--- config.mk ---
export PLATFORM = sky130hd
export DESIGN_NAME = acc_datapath_mc
export DESIGN_NICKNAME = d
export VERILOG_FILES = /design/src/rtl/acc_datapath_mc.sv
export SDC_FILE = /design/constraint.sdc
export NUM_CORES = 1
export LEC_CHECK = 0
export ABC_AREA = 1
export CELL_PAD_IN_SITES_DETAIL_PLACEMENT = 2
export CELL_PAD_IN_SITES_GLOBAL_PLACEMENT = 2
export CORE_UTILIZATION = 28
export DETAILED_ROUTE_END_ITERATION = 10
export HOLD_SLACK_MARGIN = 0.15
export PLACE_DENSITY_LB_ADDON = 0.1
export SLEW_MARGIN = 20
export SYNTH_ARGS = -nofsm -noshare
export SYNTH_HDL_FRONTEND = slang
export SYNTH_SLANG_ARGS = --single-unit
--- constraint.sdc ---
create_clock -name clk -period 4.7 [get_ports clk]
set_input_delay 0.94 -clock clk [delete_from_list [all_inputs] [get_ports clk]]
set_output_delay 0.94 -clock clk [all_outputs]
set_load 0.05 [all_outputs]
--- src/rtl/acc_datapath_mc.sv ---
// acc_datapath_mc: parametrised multi-cycle accumulator datapath.
// Holds PC, IR, TR, DI, an accumulator file, A/B operand registers, the ALU
// result register and CZN flags. One micro-op runs per accepted command;
// memory is reached over a req/rdy handshake.
// Optional build macro: DP_ILLEGAL_OP_EN (ops 11-15 raise a sticky err flag).
module acc_datapath_mc #(
  parameter int DW   = 8,
  parameter int AW   = 13,
  parameter int NACC = 4
) (
  input  logic          clk,
  input  logic          rst,
  input  logic          cmd_valid,
  output logic          cmd_ready,
  input  logic [3:0]    cmd_op,
  input  logic [1:0]    cmd_acc_sel,
  input  logic [1:0]    cmd_alu_op,
  input  logic          cmd_a_zero,
  input  logic          cmd_b_zero,
  output logic          done,
  output logic          busy,
  output logic [DW-1:0] ir_out,
  output logic [AW-DW-1:0] di_out,
  output logic [2:0]    czn_out,
  output logic          err,
  output logic          mem_req,
  output logic          mem_we,
  output logic [AW-1:0] mem_addr,
  output logic [DW-1:0] mem_wdata,
  input  logic [DW-1:0] mem_rdata,
  input  logic          mem_rdy
);

  localparam int IW  = $clog2(NACC);
  localparam int DIW = AW - DW;

  localparam logic [0:0] IDLE = 1'b0;
  localparam logic [0:0] MEM  = 1'b1;

  localparam logic [3:0] OP_NOP        = 4'd0;
  localparam logic [3:0] OP_FETCH      = 4'd1;
  localparam logic [3:0] OP_FETCH_TR   = 4'd2;
  localparam logic [3:0] OP_LOAD_B_MEM = 4'd3;
  localparam logic [3:0] OP_LOAD_A     = 4'd4;
  localparam logic [3:0] OP_LOAD_B_ACC = 4'd5;
  localparam logic [3:0] OP_ALU        = 4'd6;
  localparam logic [3:0] OP_WR_ACC     = 4'd7;
  localparam logic [3:0] OP_STORE      = 4'd8;
  localparam logic [3:0] OP_JUMP       = 4'd9;
  localparam logic [3:0] OP_LD_DI      = 4'd10;

  localparam logic [1:0] ALU_ADD = 2'b00;
  localparam logic [1:0] ALU_ADC = 2'b01;
  localparam logic [1:0] ALU_AND = 2'b10;

  localparam logic [AW-1:0] PcOne = AW'(1);

  logic [0:0]    state;
  logic [AW-1:0] pc;
  logic [DW-1:0] ir;
  logic [AW-1:0] tr;
  logic [DIW-1:0] di;
  logic [DW-1:0] accFile [NACC];
  logic [DW-1:0] regA;
  logic [DW-1:0] regB;
  logic [DW-1:0] res;
  logic          cFlag;
  logic          zFlag;
  logic          nFlag;
  logic          doneR;
  logic          memWe;
  logic [AW-1:0] memAddr;
  logic [DW-1:0] memWdata;
  logic [3:0]    pendOp;

  logic [IW-1:0] accIdx;
  logic [DW-1:0] aIn;
  logic [DW-1:0] bIn;
  logic [DW:0]   aluSum;
  logic          isMemOp;
  logic          accept;

  assign cmd_ready = (state == IDLE);
  assign busy      = (state == MEM);
  assign mem_req   = (state == MEM);
  assign mem_we    = memWe;
  assign mem_addr  = memAddr;
  assign mem_wdata = memWdata;
  assign done      = doneR;
  assign ir_out    = ir;
  assign di_out    = di;
  assign czn_out   = {nFlag, zFlag, cFlag};
  assign accept    = (state == IDLE) && cmd_valid;

  // Accumulator index, resolved from the IR/DI contents present at accept.
  always_comb begin
    accIdx = '0;
    case (cmd_acc_sel)
      2'd0:    accIdx = di[DIW-1 -: IW];
      2'd1:    accIdx = ir[IW-1:0];
      2'd2:    accIdx = ir[2*IW-1:IW];
      default: accIdx = '0;
    endcase
  end

  // Ops that leave IDLE and wait for the memory handshake.
  always_comb begin
    isMemOp = 1'b0;
    case (cmd_op)
      OP_FETCH, OP_FETCH_TR, OP_LOAD_B_MEM, OP_STORE: isMemOp = 1'b1;
      default:                                        isMemOp = 1'b0;
    endcase
  end

  // ALU: operand forcing then a DW+1 bit result whose top bit is the carry.
  always_comb begin
    aIn    = cmd_a_zero ? '0 : regA;
    bIn    = cmd_b_zero ? '0 : regB;
    aluSum = '0;
    case (cmd_alu_op)
      ALU_ADD: aluSum = {1'b0, aIn} + {1'b0, bIn};
      ALU_ADC: aluSum = {1'b0, aIn} + {1'b0, bIn} + {{DW{1'b0}}, cFlag};
      ALU_AND: aluSum = {1'b0, aIn & bIn};
      default: aluSum = {1'b0, ~aIn};
    endcase
  end

  // Control FSM, architectural registers and memory interface registers.
  always_ff @(posedge clk or posedge rst) begin
    if (rst) begin
      state    <= IDLE;
      pc       <= '0;
      ir       <= '0;
      tr       <= '0;
      di       <= '0;
      regA     <= '0;
      regB     <= '0;
      res      <= '0;
      cFlag    <= 1'b0;
      zFlag    <= 1'b0;
      nFlag    <= 1'b0;
      doneR    <= 1'b0;
      memWe    <= 1'b0;
      memAddr  <= '0;
      memWdata <= '0;
      pendOp   <= OP_NOP;
      for (int unsigned i = 0; i < NACC; i++) accFile[i] <= '0;
    end else begin
      doneR <= 1'b0;
      case (state)
        IDLE: begin
          if (accept) begin
            pendOp <= cmd_op;
            doneR  <= !isMemOp;
            case (cmd_op)
              OP_FETCH, OP_FETCH_TR: begin
                memAddr <= pc;
                memWe   <= 1'b0;
                state   <= MEM;
              end
              OP_LOAD_B_MEM: begin
                memAddr <= tr;
                memWe   <= 1'b0;
                state   <= MEM;
              end
              OP_STORE: begin
                memAddr  <= tr;
                memWe    <= 1'b1;
                memWdata <= res;
                state    <= MEM;
              end
              OP_LOAD_A:     regA <= accFile[accIdx];
              OP_LOAD_B_ACC: regB <= accFile[accIdx];
              OP_ALU: begin
                res   <= aluSum[DW-1:0];
                cFlag <= aluSum[DW];
                zFlag <= (aluSum[DW-1:0] == '0);
                nFlag <= aluSum[DW-1];
              end
              OP_WR_ACC: accFile[accIdx] <= res;
              OP_JUMP:   pc <= tr;
              OP_LD_DI:  di <= ir[DIW-1:0];
              default: ;
            endcase
          end
        end
        MEM: begin
          if (mem_rdy) begin
            case (pendOp)
              OP_FETCH: begin
                ir <= mem_rdata;
                pc <= pc + PcOne;
              end
              OP_FETCH_TR: begin
                tr <= {ir[DIW-1:0], mem_rdata};
                pc <= pc + PcOne;
              end
              OP_LOAD_B_MEM: regB <= mem_rdata;
              default: ;
            endcase
            memWe <= 1'b0;
            doneR <= 1'b1;
            state <= IDLE;
          end
        end
        default: state <= IDLE;
      endcase
    end
  end

`ifdef DP_ILLEGAL_OP_EN
  // Sticky illegal-op flag; only reset clears it.
  always_ff @(posedge clk or posedge rst) begin
    if (rst) begin
      err <= 1'b0;
    end else if (accept && (cmd_op > OP_LD_DI)) begin
      err <= 1'b1;
    end
  end
`else
  assign err = 1'b0;
`endif

endmodule

==> flow_metrics.py <==
metrics = {
    "power": {
        "comb_power_share_pct": 34.0,
        "seqPwrFrac_pct": 36.1,
        "p_per_area_nw_per_um2": 539,
        "internal_power_w": 0.00257,
        "leakage_nw": 3.66,
        "clock_power_share_pct": 29.9,
        "sw_frac_of_total_pct": 41.0,
        "switchingPower_w": 0.00178,
        "vdd_ir_drop_max_v": 0.000232,
    },
    "placed_design": {
        "dp_slack_ps": 767,
        "gp_routability_congestion": 0.783,
        "place.detailed.instances": 1183,
        "portBuffers": 63,
        "detailedPlacementHpwl_um": 15900,
    },
    "drt": {
        "dr_iter_0_viols": 240,
        "first_pass_detailed_route_iteration_total": 4,
        "wire_length_after_detailed_routing_um": 21500,
        "drc": 0,
        "detailroute.via_count": 5855,
        "antenna_left": 0,
        "wire_per_inst_um": 17.7,
        "via_density_per_instance": 4.82,
    },
    "timing": {
        "pin_slew_with_the_least_headroom_to_its_limit_ps": 990,
        "max_freq_ghz": 0.286,
        "final.setup.worst_slack_ps": 1200,
        "final-setup-viol-count": 0,
        "post-route-period-util_pct": 74.4,
        "timing.slew.headroom_pct": 34.0,
        "report.final.hold_viol_count": 0,
        "post-route-min-period_ps": 3500,
        "final.setup.tns_ps": 0,
        "timing.clock.skew_ps": 15.0,
        "slew_viol_final": 0,
        "holdWs_ps": 485,
        "rsz0062_at_grt": "no",
    },
    "worst_setup_path": {
        "worst_r2r_startpoint": "regA[0]$_DFFE_PP0P_",
        "timing.critical_path.from": "cmd_a_zero",
        "end_kind": "register",
        "worst_path_maximum_fanout": 10,
        "crit_arrival_ps": 3860,
        "startpoint_type": "input pin",
        "criticalPathCategory": "input pin to register",
        "worstPathRequired_ps": 5070,
    },
    "clock_tree": {
        "clk_pin_slew_worst_setup_hold_paths_ps": 60,
        "ctsRootBufferMaster": "clkbuf_16",
        "cts_sinks": 125,
        "tritoncts": "yes",
        "postCtsSetupRepairBufs": 0,
        "postCtsHoldBufs": 0,
        "clk_buf_depth": 2,
        "post_cts.resized_instances": 0,
        "clock_latency_ps": 430,
        "h-tree-depth": 4,
        "numCtsBuffers": 17,
    },
    "floorplanning": {
        "io_pins": 65,
        "initial_core_util_pct": 28.9,
        "floorplan.core_area_um2": 22900,
        "die-area_um2": 24300,
        "fp-row-count": 55,
        "chipHeight_um": 156,
        "die_w_um": 156,
    },
    "final_layout": {
        "design.final.nets": 923,
        "layout-drive-gt1-share_pct": 10.4,
        "layout.cells.non_filler": 1214,
        "final_common_cell": "nand2_1",
        "syn2layout_area_growth_pct": 21.6,
        "insertedDiodeCount": 0,
        "filler_cell_count": 2631,
        "highest_count_cells_in_the_layout_ignoring_fill_and_taps": "nand2_1 (209), o21ai_0 (135), dfrtp_1 (125), inv_1 (88), clkdlybuf4s50_1 (63)",
    },
    "logic_synthesis": {
        "yosys_top_cell_by_area": "dfrtp_1",
        "yosysWarnings": 0,
        "synthesis.instances": 836,
        "syn_avg_cell_area_um2": 7.93,
        "postSynthRegisterBits": 125,
        "synth.distinct_cells": 39,
        "synthesized_nets": 870,
        "synth_sequential_area_ratio_pct": 47.2,
        "synth_area_um2": 6630,
        "synth_top_cell_area_share_pct": 47.2,
        "yosys-top-cells-area": "dfrtp_1 (47%), nand2_1 (12%), o21ai_0 (10%), inv_1 (5.0%), nand3_1 (3.6%)",
    },
    "hold_path": {
        "hold_path_startpoint": "ir_out[6]$_DFFE_PP0P_",
        "timing.hold.worst.class": "register to register",
    },
    "global_routing": {
        "grt_first_pass_wirelength_um": 35300,
        "grt_max_degree": 74,
        "first_global_vias": 6519,
        "global_route.usage.met3_pct": 3.36,
        "grt_antenna_before_repair": 0,
        "grt.met2_usage_pct": 34.6,
        "top_usage_layer": "met2",
        "use_met1_pct": 22.9,
        "grt_remaining_overflow": 0,
        "global_route.usage.total_pct": 19.0,
    },
    "run_status": {
        "run_status": "finished, final reports clean",
    },
    "job": {
        "drv_cap": 0,
    },
}
[final cells by class]
type                    instances  area, µm²  area share, %
flip-flops and latches        125       3130           38.8
multi-input cells             577       2910           36.1
repair buffers                 65        658           8.17
clock buffers                  18        439           5.45
inverters                     103        395           4.91
well taps                     313        392           4.86
clock inverters                13        134           1.66
[final timing paths]
path	to	slack [ps]	cells after the start
max	zFlag$_DFFE_PP0P_	1200	18
max reg2reg	zFlag$_DFFE_PP0P_	2040	18
min	ir_out[6]$_DFFE_PP0P_	480	2
min reg2reg	ir_out[6]$_DFFE_PP0P_	480	2
min in group asynchronous	di_out[4]$_DFFE_PP0P_	1080	2
max in group asynchronous	res[4]$_DFFE_PP0P_	2810	3
[cell usage after synthesis, drive strengths merged]
cell / count
fa: 1
ha: 11
clkbuf: 9
dfrtp: 125
a2bb2oi: 4
xor2: 4
buf: 22
a21oi: 20
nand4: 8
a22oi: 11
o22ai: 4
o32ai: 1
nor3: 3
nor2: 72
inv: 102
a31oi: 1
o21ai: 160
conb: 1
nand3: 56
nand2: 219
o21a: 1
clkinv: 1
[through the flow]
step                utilization (%)  cell area [µm²]  total power (W)
CTS                            35.2             8060          0.00441
global route                   35.2             8060          0.00462
floorplan                         -             6630          0.00254
finish                         35.2             8060          0.00434
detailed placement             32.7             7480          0.00308
global placement               32.7             7480          0.00302
[routing by layer]
layer  wire [µm]  share of wire, %
met4         237               1.1
met3         439               2.0
met2       11100                52
met1        9660                45
met5           0                 0
[sequential cells by signal, indices dropped and copies added, names as in the netlist]
| register | flops |
|---|---|
| accFile | 32 |
| mem_addr | 13 |
| pc | 13 |
| tr | 13 |
| ir_out | 8 |
| mem_wdata | 8 |
| regA | 8 |
| regB | 8 |
| res | 8 |
| di_out | 5 |
| pendOp | 4 |
| busy | 1 |
| cFlag | 1 |
| done | 1 |
| mem_we | 1 |
| zFlag | 1 |
[power groups by stage]
stage,logic (W),registers [W],clock network [W]
floorplan,0.000690,0.00185,0
global placement,0.00145,0.00157,0
detailed placement,0.00150,0.00159,0
CTS,0.00151,0.00157,0.00133
global route,0.00163,0.00161,0.00138
finish,0.00148,0.00157,0.00130
[critical path, cell delays in order]
cell	delay [ps]
clkdlybuf4s50_1	610
nor2_1	220
ha_1	230
inv_1	80
fa_1	530
inv_1	70
ha_1	290
nand2_1	70
nand2_1	60
nor2_2	90
nand2_1	70
nor2_1	100
nand2_1	80
a21oi_2	90
nand2_1	60
nor2_1	110
nand3_1	90
nand2_1	60
[cell families after synthesis]
| logic type | Yosys count | synth area share, % |
|---|---|---|
| AND/OR/NAND/NOR | 358 | 24.4 |
| buffers and inverters | 134 | 8.93 |
| flip-flops | 125 | 47.2 |
| other | 1 | 0.0566 |
| AO/OA/AOI/OAI | 202 | 16.5 |
| adder cells (fa/ha/maj) | 12 | 2.38 |
| XOR/XNOR | 4 | 0.528 |
Power figures use the tool's default switching activity.
